--- config.mk ---
export PLATFORM = sky130hd
export DESIGN_NAME = instr_loader
export DESIGN_NICKNAME = d
export VERILOG_FILES = /design/src/rtl/instr_loader.sv
export SDC_FILE = /design/constraint.sdc
export NUM_CORES = 1
export LEC_CHECK = 0
export ABC_AREA = 1
export BUFFER_PORTS_ARGS = -buffer_cell sky130_fd_sc_hd__buf_2
export CAP_MARGIN = 0
export CORE_ASPECT_RATIO = 2
export CORE_MARGIN = 2
export CORE_UTILIZATION = 61
export DETAILED_ROUTE_END_ITERATION = 7
export MAX_ROUTING_LAYER = met4
export PLACE_DENSITY = 0.84
export SLEW_MARGIN = 20
export SYNTH_ARGS = -nofsm -noshare
export SYNTH_HDL_FRONTEND = slang
export SYNTH_SLANG_ARGS = --single-unit
--- constraint.sdc ---
create_clock -name Clock -period 4.9 [get_ports Clock]
set_clock_uncertainty 0.05 [all_clocks]
set_input_delay 0.98 -clock Clock [delete_from_list [all_inputs] [get_ports Clock]]
set_output_delay 0.98 -clock Clock [all_outputs]
set_load 0.03 [all_outputs]
--- src/rtl/instr_loader.sv ---
// Boot-time loader: turns a length-prefixed byte stream into 24-bit instruction-memory writes
// and releases the CPU once the image is in. Define LOADER_CHECKSUM_EN to add a trailing XOR checksum byte.
module instr_loader #(
    parameter int ADDR_W    = 24,
    parameter int BASE_ADDR = 10,
    parameter int ADDR_STEP = 3,
    parameter int MAX_WORDS = 1024
) (
    input  logic              Clock,
    input  logic              Reset_n,
    input  logic              Start,
    input  logic              ByteValid,
    input  logic [7:0]        ByteData,
    output logic              ByteReady,
    output logic              ImemWrite,
    output logic [ADDR_W-1:0] ImemAddr,
    output logic [23:0]       ImemData,
    output logic              Busy,
    output logic              CpuRun,
    output logic              Error,
    output logic [15:0]       WordsLoaded
);

    localparam logic [3:0] ST_IDLE   = 4'd0;
    localparam logic [3:0] ST_LEN_HI = 4'd1;
    localparam logic [3:0] ST_LEN_LO = 4'd2;
    localparam logic [3:0] ST_BYTE2  = 4'd3;
    localparam logic [3:0] ST_BYTE1  = 4'd4;
    localparam logic [3:0] ST_BYTE0  = 4'd5;
    localparam logic [3:0] ST_WRITE  = 4'd6;
    localparam logic [3:0] ST_DONE   = 4'd7;
    localparam logic [3:0] ST_ERR    = 4'd8;
`ifdef LOADER_CHECKSUM_EN
    localparam logic [3:0] ST_CHK    = 4'd9;
    localparam logic [3:0] ST_FINISH = ST_CHK;
`else
    localparam logic [3:0] ST_FINISH = ST_DONE;
`endif

    localparam logic [ADDR_W-1:0] BASE_A = ADDR_W'(BASE_ADDR);
    localparam logic [ADDR_W-1:0] STEP_A = ADDR_W'(ADDR_STEP);
    localparam logic [16:0]       MAX_W  = 17'(MAX_WORDS);

    logic [3:0]        state_q, state_d;
    logic [15:0]       len_q, len_d;
    logic [15:0]       cnt_q, cnt_d;
    logic [15:0]       word_q, word_d;
    logic [ADDR_W-1:0] waddr_q, waddr_d;
    logic [ADDR_W-1:0] imem_addr_q, imem_addr_d;
    logic [23:0]       imem_data_q, imem_data_d;
`ifdef LOADER_CHECKSUM_EN
    logic [7:0]        csum_q, csum_d;
`endif
    logic [15:0]       len_in;
    logic              xfer;

    always_comb begin
        ByteReady = 1'b0;
        case (state_q)
            ST_LEN_HI, ST_LEN_LO, ST_BYTE2, ST_BYTE1, ST_BYTE0: ByteReady = 1'b1;
`ifdef LOADER_CHECKSUM_EN
            ST_CHK: ByteReady = 1'b1;
`endif
            default: ByteReady = 1'b0;
        endcase
    end

    assign xfer   = ByteValid & ByteReady;
    assign len_in = {len_q[15:8], ByteData};

    always_comb begin
        state_d     = state_q;
        len_d       = len_q;
        cnt_d       = cnt_q;
        word_d      = word_q;
        waddr_d     = waddr_q;
        imem_addr_d = imem_addr_q;
        imem_data_d = imem_data_q;
`ifdef LOADER_CHECKSUM_EN
        csum_d      = csum_q;
`endif
        case (state_q)
            ST_IDLE: begin
                if (Start) begin
                    state_d = ST_LEN_HI;
                    cnt_d   = '0;
                    waddr_d = BASE_A;
`ifdef LOADER_CHECKSUM_EN
                    csum_d  = '0;
`endif
                end
            end
            ST_LEN_HI: begin
                if (xfer) begin
                    len_d[15:8] = ByteData;
                    state_d     = ST_LEN_LO;
                end
            end
            ST_LEN_LO: begin
                if (xfer) begin
                    len_d = len_in;
                    if (len_in == 16'd0)             state_d = ST_FINISH;
                    else if ({1'b0, len_in} > MAX_W) state_d = ST_ERR;
                    else                             state_d = ST_BYTE2;
                end
            end
            ST_BYTE2: begin
                if (xfer) begin
                    word_d[15:8] = ByteData;
`ifdef LOADER_CHECKSUM_EN
                    csum_d       = csum_q ^ ByteData;
`endif
                    state_d      = ST_BYTE1;
                end
            end
            ST_BYTE1: begin
                if (xfer) begin
                    word_d[7:0] = ByteData;
`ifdef LOADER_CHECKSUM_EN
                    csum_d      = csum_q ^ ByteData;
`endif
                    state_d     = ST_BYTE0;
                end
            end
            ST_BYTE0: begin
                // Address/data land in their output flops here so they are stable throughout WRITE.
                if (xfer) begin
                    imem_data_d = {word_q, ByteData};
                    imem_addr_d = waddr_q;
`ifdef LOADER_CHECKSUM_EN
                    csum_d      = csum_q ^ ByteData;
`endif
                    state_d     = ST_WRITE;
                end
            end
            ST_WRITE: begin
                cnt_d   = cnt_q + 16'd1;
                waddr_d = waddr_q + STEP_A;
                state_d = (cnt_q == len_q - 16'd1) ? ST_FINISH : ST_BYTE2;
            end
`ifdef LOADER_CHECKSUM_EN
            ST_CHK: begin
                if (xfer) state_d = (ByteData == csum_q) ? ST_DONE : ST_ERR;
            end
`endif
            ST_DONE, ST_ERR: state_d = state_q;
            default:         state_d = ST_IDLE;
        endcase
    end

    always_ff @(posedge Clock or negedge Reset_n) begin
        if (!Reset_n) begin
            state_q     <= ST_IDLE;
            len_q       <= '0;
            cnt_q       <= '0;
            word_q      <= '0;
            waddr_q     <= '0;
            imem_addr_q <= '0;
            imem_data_q <= '0;
`ifdef LOADER_CHECKSUM_EN
            csum_q      <= '0;
`endif
        end else begin
            state_q     <= state_d;
            len_q       <= len_d;
            cnt_q       <= cnt_d;
            word_q      <= word_d;
            waddr_q     <= waddr_d;
            imem_addr_q <= imem_addr_d;
            imem_data_q <= imem_data_d;
`ifdef LOADER_CHECKSUM_EN
            csum_q      <= csum_d;
`endif
        end
    end

    always_comb begin
        Busy = 1'b0;
        case (state_q)
            ST_LEN_HI, ST_LEN_LO, ST_BYTE2, ST_BYTE1, ST_BYTE0, ST_WRITE: Busy = 1'b1;
`ifdef LOADER_CHECKSUM_EN
            ST_CHK: Busy = 1'b1;
`endif
            default: Busy = 1'b0;
        endcase
    end

    assign ImemWrite   = (state_q == ST_WRITE);
    assign ImemAddr    = imem_addr_q;
    assign ImemData    = imem_data_q;
    assign CpuRun      = (state_q == ST_DONE);
    assign Error       = (state_q == ST_ERR);
    assign WordsLoaded = cnt_q;

endmodule
==> reports/summary.txt, run 1 <==
Status: completed
Post-Route Setup TNS: 0 ns
Post-layout util: 73.8%
Remaining antenna violation count after routing: 0
Hold Buf Count CTS: 0
Nets: 804
Layout area overhead: 18.6%
Post-synthesis register bit count: 124
Global Route Usage Sum: 32.1%
Worst setup EP type: output pin
Critical Path, Cell by Cell: inv_1 -> nor2_4 -> nand2_4 -> inv_6 -> buf_2
GRT overflow: 0
DP Wirelength: 10,800 µm
Post-Syn Instances: 702
GPL Wtd Cong: 0.948
R2r endpoint: ImemData[10]$_DFFE_PN0P_
Setup crit start: state_q[2]$_DFFE_PN0P_
Synth unique cells: 43
CTS tree: built
Final WS setup: 2.17 ns
Final Setup Violations: 0
Lkg Pwr: 3.62 nW
Max-slew violation count: 0
Die height: 145 µm
VDD IR max: 0.396 mV
RSZ-0062 raised after global routing: false
RR Startpoint: state_q[2]$_DFFE_PN0P_
WL final: 15,700 µm
Synth warn: 0
Clock root buffer: clkbuf_16
Core area: 9700 µm²
First-pass GRT wire length: 25,100 µm
Crit path required time: 3.87 ns
Max cap viols: 0
Vias: 5,312
DR DRC count: 0
Row cnt: 51
R2r setup slk: 2.43 ns
Initial DRC count: 443
CTS Buf Count: 17
Place WS: 2.03 ns
Antenna cells: 0
Crit-path max cell delay: 0.36 ns
Vias in the first global route: 5,390
Area of the mapped netlist: 6040 µm²
Synthesized net count: 717
Final Hold Viols: 0
Slowest CP cell: dfrtp_1
Final min period: 2.73 ns
Clock tree buffer depth: 2
DIE WIDTH: 74.3 µm
Post-CTS Setup Repair Bufs: 0
Tcrit/Tclk final: 55.7%
Hold crit path type: in -> async
Initial Utilization: 62.2%
Routed length per instance: 16.8 µm
Sequential area share after synthesis: 51.4%
Drt pass-1 iters: 8
Commonest non-fill, non-tap cell in the layout: nand2_1
Die area: 10,800 µm²
Port bufs: 80
Vias per std cell: 5.69
Slew HR: 30.1%
Register-to-Register Path Depth: 8
Fin Hold WS: 0.414 ns
Max FO, Critical Path: 19
Post-CTS resize count: 0
Tightest Pin Transition: 1.05 ns
Commonest cells after routing, fill and taps aside: 155 x nand2_1, 124 x dfrtp_1, 84 x nor2_1
Worst Path Arrival: 1.70 ns
Share of cells above drive strength 1: 22.4%
Largest net degree at the start of global routing: 54
Initial antenna violation count: 0
Syn_area_per_cell: 8.60 µm²
H-tree depth: 4
# clock sinks: 124
Startpoint types: register
Pwr dens: 626 nW/µm²
Clock Latency Late Sink: 0.42 ns
Ports: 81
F_max: 366 MHz
Reg clk slew, reported paths: 0.06 ns
CP Class: reg -> out
[cell type report]
cell class	count	area (µm²)
sequential	124	3100
multi-input combinational	481	2540
fill	691	2540
timing repair buffer	85	440
clock buffer	18	439
inverter	80	305
tap	132	165
clock inverter	14	161
[worst max-delay path by stage]
stage                                    end  slack [ns]  depth (start not counted)
floorplan                              Error        2.47                          3
global placement    ImemData[15]$_DFFE_PN0P_        2.13                          7
detailed placement  ImemData[14]$_DFFE_PN0P_        2.03                          7
CTS                                ImemWrite        2.19                          4
global route                       ImemWrite        2.10                          5
finish                             ImemWrite        2.17                          5
[metrics by stage]
step	total power, mW	std cells	cell area [µm²]
floorplan	2.71	702	6040
global placement	3.11	902	6560
detailed placement	3.19	902	6560
CTS	4.48	934	7160
global route	4.73	934	7160
finish	4.48	934	7160
[worst max-delay path: cells and delay by family (launching register included)]
kind	cells	cell delay, ns
buffers and inverters	3	0.54
and+or+nand+nor	2	0.36
DFF	1	0.36
[sequential cells by signal (all words and copies together) (netlist names)]
signal / cells
state_q: 4
ImemAddr: 24
ImemData: 24
len_q: 16
waddr_q: 24
WordsLoaded: 16
word_q: 16
[cell families (layout without fill, tap and decap cells)]
| family | count (synthesis) | after routing | synth area share (%) |
|---|---|---|---|
| and+or+nand+nor | 326 | 326 | 24.5 |
| DFF | 124 | 124 | 51.4 |
| AOI/OAI and AO/OA | 121 | 121 | 11.6 |
| buffers and inverters | 97 | 197 | 6.55 |
| muxes | 23 | 23 | 4.21 |
| xor gates and xnor gates | 8 | 8 | 1.16 |
| adders and majority gates | 3 | 3 | 0.622 |
[cells in the mapped netlist, drive strengths merged]
cell,n,area (µm²)
a211oi,1,7.51
a21oi,50,250
a22oi,2,15.0
a31oi,3,18.8
a32oi,1,8.76
and3,1,6.26
buf,12,71.3
clkbuf,5,18.8
dfrtp,124,3100
ha,3,37.5
inv,80,305
mux2,19,214
mux2i,4,40.0
nand2,163,637
nand3,38,190
nand3b,6,45.0
nand4,7,56.3
nor2,97,450
nor3,9,61.3
nor3b,1,7.51
nor4,3,18.8
o211ai,1,7.51
o21ai,57,349
o21bai,1,7.51
o22ai,3,18.8
o31ai,2,15.0
or2,1,6.26
xnor2,4,35.0
xor2,4,35.0
[metal layers]
layer / wire, µm / up-vias / part of all wire (%) / GRT usage [%]
met1: 5580 / 2541 / 36 / 32.4
met3: 827 / 73 / 5.3 / 8.59
li1: - / 2464 / - / -
met5: 0 / - / 0 / -
met2: 8450 / 234 / 54 / 53.7
met4: 822 / 0 / 5.2 / 20.1
[report_power, final]
group	switching, mW	total, mW	internal (mW)
Clock	0.490	1.26	0.771
Sequential	0.260	1.59	1.33
Combinational	1.13	1.63	0.498
Note: power is estimated with default switching activity, not from simulation.
==> run 2, diff against run 1 <==
ABC_AREA = 0   (was 1)
CORE_UTILIZATION = 57   (was 61)
PLACE_DENSITY = 0.79   (was 0.84)
clock period = 2.65 ns   (was 4.9 ns; I/O delays follow)
==> run 2 against run 1 <==
Worst setup slack worse by 1.8 ns. Critical path depth unchanged. Synthesized area fell by 3.7%. Worst hold slack worse by 0.33 ns. Critical path type unchanged. Die area increased by 2.9%.
==> reports/summary.txt, run 2 <==
Status: completed
Share of cells above drive strength 1: 30.5%
Clock Latency Late Sink: 0.41 ns
Fin Hold WS: 0.0790 ns
Top cell type's share of synthesized area: 53.4%
Synth unique cells: 59
CTS Buf Count: 17
Slowest CP cell: dfrtp_1
First-pass GRT wire length: 21,800 µm
DR DRC count: 0
Tot Pwr: 8.22 mW
Critical Path, Cell by Cell: buf_4 -> nor3_1 -> or2_2 -> a31oi_1 -> buf_2
F_max: 435 MHz
Commonest cells after routing, fill and taps aside: 124 x dfrtp_1, 79 x buf_2, 46 x mux2_2
Post-CTS Setup Repair Bufs: 0
DIE WIDTH: 75.4 µm
Setup crit start: state_q[1]$_DFFE_PN0P_
Commonest non-fill, non-tap cell in the layout: dfrtp_1
Port bufs: 80
Tcrit/Tclk final: 86.7%
Vias per std cell: 5.86
Vias in the first global route: 4,417
Startpoint types: register
Hold Buf Count CTS: 0
Hold crit path type: in -> async
Clock tree buffer depth: 2
CP top delay family: buffers and inverters
Die area: 11,100 µm²
Sequential area share after synthesis: 53.4%
Worst Path Arrival: 1.72 ns
CTS tree: built
Max-slew violation count: 0
GRT overflow: 0
CP Class: reg -> out
Initial DRC count: 201
Initial antenna violation count: 0
Drt pass-1 iters: 5
Clock root buffer: clkbuf_16
DP Area: 6410 µm²
Synth async-reset ratio: 100%
Final Hold Viols: 0
Pwr dens: 1180 nW/µm²
Worst setup EP type: output pin
Synthesized net count: 512
Post-synthesis register bit count: 124
Final min period: 2.30 ns
Antenna cells: 0
Placed cells: 701
VDD IR max: 0.891 mV
Post-synth EDFFs: 0
Global Route Usage Sum: 27.0%
Row cnt: 52
Post-route insts no fill: 731
Ports: 81
Final WS setup: 0.352 ns
Area of the mapped netlist: 5810 µm²
Final Cell Area: 6980 µm²
DP Wirelength: 9460 µm
Vias: 4,281
Largest net degree at the start of global routing: 50
Post-layout util: 69.7%
Synth warn: 0
Post-Route Setup TNS: 0 ns
Most numerous cell in the Yosys netlist: dfrtp_1
Final Setup Violations: 0
Remaining antenna violation count after routing: 0
Layout area overhead: 20.1%
Tightest Pin Transition: 0.627 ns
Place WS: 0.404 ns
Top post-synthesis cells by count: 124 x dfrtp_1, 46 x mux2_2, 38 x nand2_1
Reg clk slew, reported paths: 0.05 ns
Max FO, Critical Path: 18
Post-Syn Instances: 497
Die height: 147 µm
H-tree depth: 4
Lkg Pwr: 3.34 nW
Syn_area_per_cell: 11.7 µm²
GPL Wtd Cong: 0.977
Crit path buf inv count: 2
RR Startpoint: len_q[4]$_DFFE_PN0P_
Post-CTS resize count: 0
Slew HR: 58.2%
WL final: 13,200 µm
Max cap viols: 0
Largest cells by area after synthesis: dfrtp_1 53%, mux2_2 8.9%, mux2_1 6.6%
RSZ-0062 raised after global routing: false
# clock sinks: 124
Routed length per instance: 18.0 µm
Crit path required time: 2.07 ns
Area leader, netlist: dfrtp_1
Nets: 600
Core area: 10,000 µm²
Synth Flop Type: dfrtp_1
Crit-path max cell delay: 0.38 ns
Initial Utilization: 58.0%
run 2: cell count changes after synthesis, moves of 8 or more:
cell	delta
o21ai_2	-17
clkbuf_1	+12
nor2_4	-8
nand2_1	-117
nor2_1	-68
a21oi_1	-43
inv_1	-68
mux2_2	+27
and3_1	+15
mux2_1	+34
xnor2_1	+11
o21ai_0	-13
nand3_1	-21
run 2: per-layer routing:
layer | global-route usage, % | wire length, µm | up-vias
met5 | - | 0 | -
met4 | 13.7 | 465 | 0
met3 | 6.04 | 443 | 33
met2 | 46.3 | 7530 | 115
met1 | 27.8 | 4730 | 2148
li1 | - | - | 1985
run 2: layout make-up:
type                            instances  area, µm²
Inverter                               12       45.0
Tap cell                              135        169
Multi-Input combinational cell        336       2560
Clock buffer                           19        453
Fill cell                             761       3040
Sequential cell                       124       3100
Clock inverter                         11        121
Timing Repair Buffer                   94        533
run 2: path summary, 6_finish.rpt:
kind | cells past startpoint | slack [ns] | end
min | 1 | 0.08 | len_q[12]$_DFFE_PN0P_
min in group Clock | 2 | 0.41 | len_q[1]$_DFFE_PN0P_
max reg2reg | 5 | 0.39 | state_q[2]$_DFFE_PN0P_
max | 5 | 0.35 | Busy
max in group asynchronous | 2 | 1.72 | len_q[10]$_DFFE_PN0P_
min reg2reg | 1 | 0.42 | ImemData[8]$_DFFE_PN0P_
run 2: cell families after synthesis:
group,count (synthesis),synth area share [%]
xor+xnor,25,3.77
buf+inv,37,2.65
fa+ha+maj,3,0.646
compound gates,73,8.65
flops,124,53.4
simple gates,144,13.5
mux,91,17.4
run 2: power by group:
part,leakage [nW],total (mW),internal (mW),switching (mW)
logic,1.46,2.95,1.16,1.79
clock network,0.269,2.23,1.42,0.813
registers,1.61,3.04,2.54,0.499
==> run 3, diff against run 2 <==
PLACE_DENSITY = 0.83   (was 0.79)
==> run 3 against run 2 <==
Wire length rose by 0.17%. Clock power is 5% higher. Flip-flop and latch count unchanged. Utilization is 0.42 points higher. Power is 1.6% higher. Worst setup slack gained 0.0017 ns. Sequential share of layout area shrank 0.27 points. Global-route usage down 0.20 points. Clock-buffer cell count rose by 3. Critical path type is now reg -> reg. Largest cell class unchanged.
==> reports/summary.txt, run 3 (synthesis results as in run 2) <==
Status: completed
Max-slew violation count: 0
Vias per std cell: 5.83
Global Route Usage Sum: 26.8%
Post-Route Setup TNS: 0 ns
Hold crit path type: in -> reg
Nets: 603
Lkg Pwr: 3.37 nW
WL final: 13,200 µm
Final Cell Area: 7020 µm²
Comb pwr share: 35.5%
Clock tree buffer depth: 2
Psw: 3.12 mW
Tightest Pin Transition: 0.561 ns
Crit path required time: 2.92 ns
GRT overflow: 0
Remaining antenna violation count after routing: 0
Initial Utilization: 58.0%
Final min period: 2.30 ns
Fillers: 732
First-pass GRT wire length: 21,800 µm
Initial antenna violation count: 0
Place WS: 0.373 ns
Worst setup EP type: register
Sequential share of power: 36.4%
Layout area overhead: 20.8%
Final Hold Viols: 0
DR DRC count: 0
H-tree depth: 4
Ports: 81
Commonest non-fill, non-tap cell in the layout: dfrtp_1
Tcrit/Tclk final: 86.7%
Clock share of power: 28.1%
Die height: 147 µm
Routed length per instance: 17.9 µm
Clock Latency Late Sink: 0.42 ns
Drt pass-1 iters: 4
Worst Path Arrival: 2.57 ns
DP Wirelength: 9530 µm
Vias: 4,291
Reg clk slew, reported paths: 0.06 ns
RSZ-0062 raised after global routing: false
Row cnt: 52
Setup crit start: len_q[4]$_DFFE_PN0P_
Port bufs: 80
VDD IR max: 0.669 mV
CP Class: reg -> reg
Clock root buffer: clkbuf_16
Final Setup Violations: 0
Internal power: 5.23 mW
Initial DRC count: 232
Commonest cells after routing, fill and taps aside: 124 x dfrtp_1, 79 x buf_2, 46 x mux2_2
Startpoint types: register
Slew HR: 62.3%
Vias in the first global route: 4,467
Post-CTS resize count: 0
Antenna cells: 0
Max FO, Critical Path: 8
HP Start: ByteData[7]
Die area: 11,100 µm²
Pwr dens: 1190 nW/µm²
Max cap viols: 0
GPL Wtd Cong: 0.990
Core area: 10,000 µm²
F_max: 435 MHz
Net Sw Frac: 37.4%
RR Startpoint: len_q[4]$_DFFE_PN0P_
# clock sinks: 124
Share of cells above drive strength 1: 30.4%
CTS tree: built
Final WS setup: 0.354 ns
Largest net degree at the start of global routing: 55
CTS Buf Count: 17
DIE WIDTH: 75.4 µm
DP Area: 6410 µm²
## run 3: cell count changes in the layout (fill, tap and decap cells not counted)
cell,delta
clkbuf_1,+3
buf_12,-1
clkinvlp_4,-2
clkinv_4,+1
dlygate4sd3_1,+1
bufinv_16,+1
clkinv_2,-1
buf_4,+3
## run 3: what timing repair did
item                      4_1_cts  5_1_grt
hold buffers                    1        0
hold endpoints to repair       16        0
setup buffers                   0        0
## run 3: critical path: stages, from the launching register on
cell and delay, ns:
dfrtp_1 0.46, or4_4 0.58, or4_1 0.50, xnor2_1 0.14, a211o_1 0.30, o31ai_2 0.17
## run 3: per-layer routing
metal  track usage (%)  wire [µm]  vias up
li1                  -          -     1996
met1              28.3       4900     2132
met2              45.5       7360      126
met3              5.97        461       37
met4              13.0        463        0
met5                 -          0        -
## run 3: power by group through the flow
stage               sequential, mW  clock, mW  combinational (mW)
floorplan                     3.59          0                1.53
global placement              3.00          0                2.88
detailed placement            3.06          0                2.96
CTS                           3.04       2.38                2.98
global route                  3.13       2.47                3.18
finish                        3.04       2.35                2.96
## run 3: cell type report
cell class                      instances  area, µm²  share of cell area [%]
Clock buffer                           22        464                    6.61
Clock inverter                         10        140                    2.00
Inverter                               12       45.0                   0.641
Multi-Input combinational cell        336       2560                    36.4
Sequential cell                       124       3100                    44.2
Tap cell                              135        169                    2.41
Timing Repair Buffer                   97        546                    7.77
## run 3: final timing paths
path | end | slack [ns] | depth (start not counted)
worst max-delay path | state_q[2]$_DFFE_PN0P_ | 0.35 | 5
worst min-delay path | len_q[7]$_DFFE_PN0P_ | 0.42 | 2
worst max register to register | state_q[2]$_DFFE_PN0P_ | 0.35 | 5
worst min register to register | ImemData[8]$_DFFE_PN0P_ | 0.43 | 1
max in group asynchronous | waddr_q[15]$_DFFE_PN0P_ | 1.43 | 3
min in group asynchronous | ImemData[19]$_DFFE_PN0P_ | 0.49 | 2
## run 3: metrics by stage
step	hold WS, ns	power (mW)	utilization, %	instances
finish	0.416	8.35	70.1	736
global route	0.406	8.78	70.1	736
CTS	0.401	8.39	70.1	736
detailed placement	0.369	6.01	64.0	703
global placement	0.369	5.88	64.0	703
floorplan	0.184	5.12	-	497
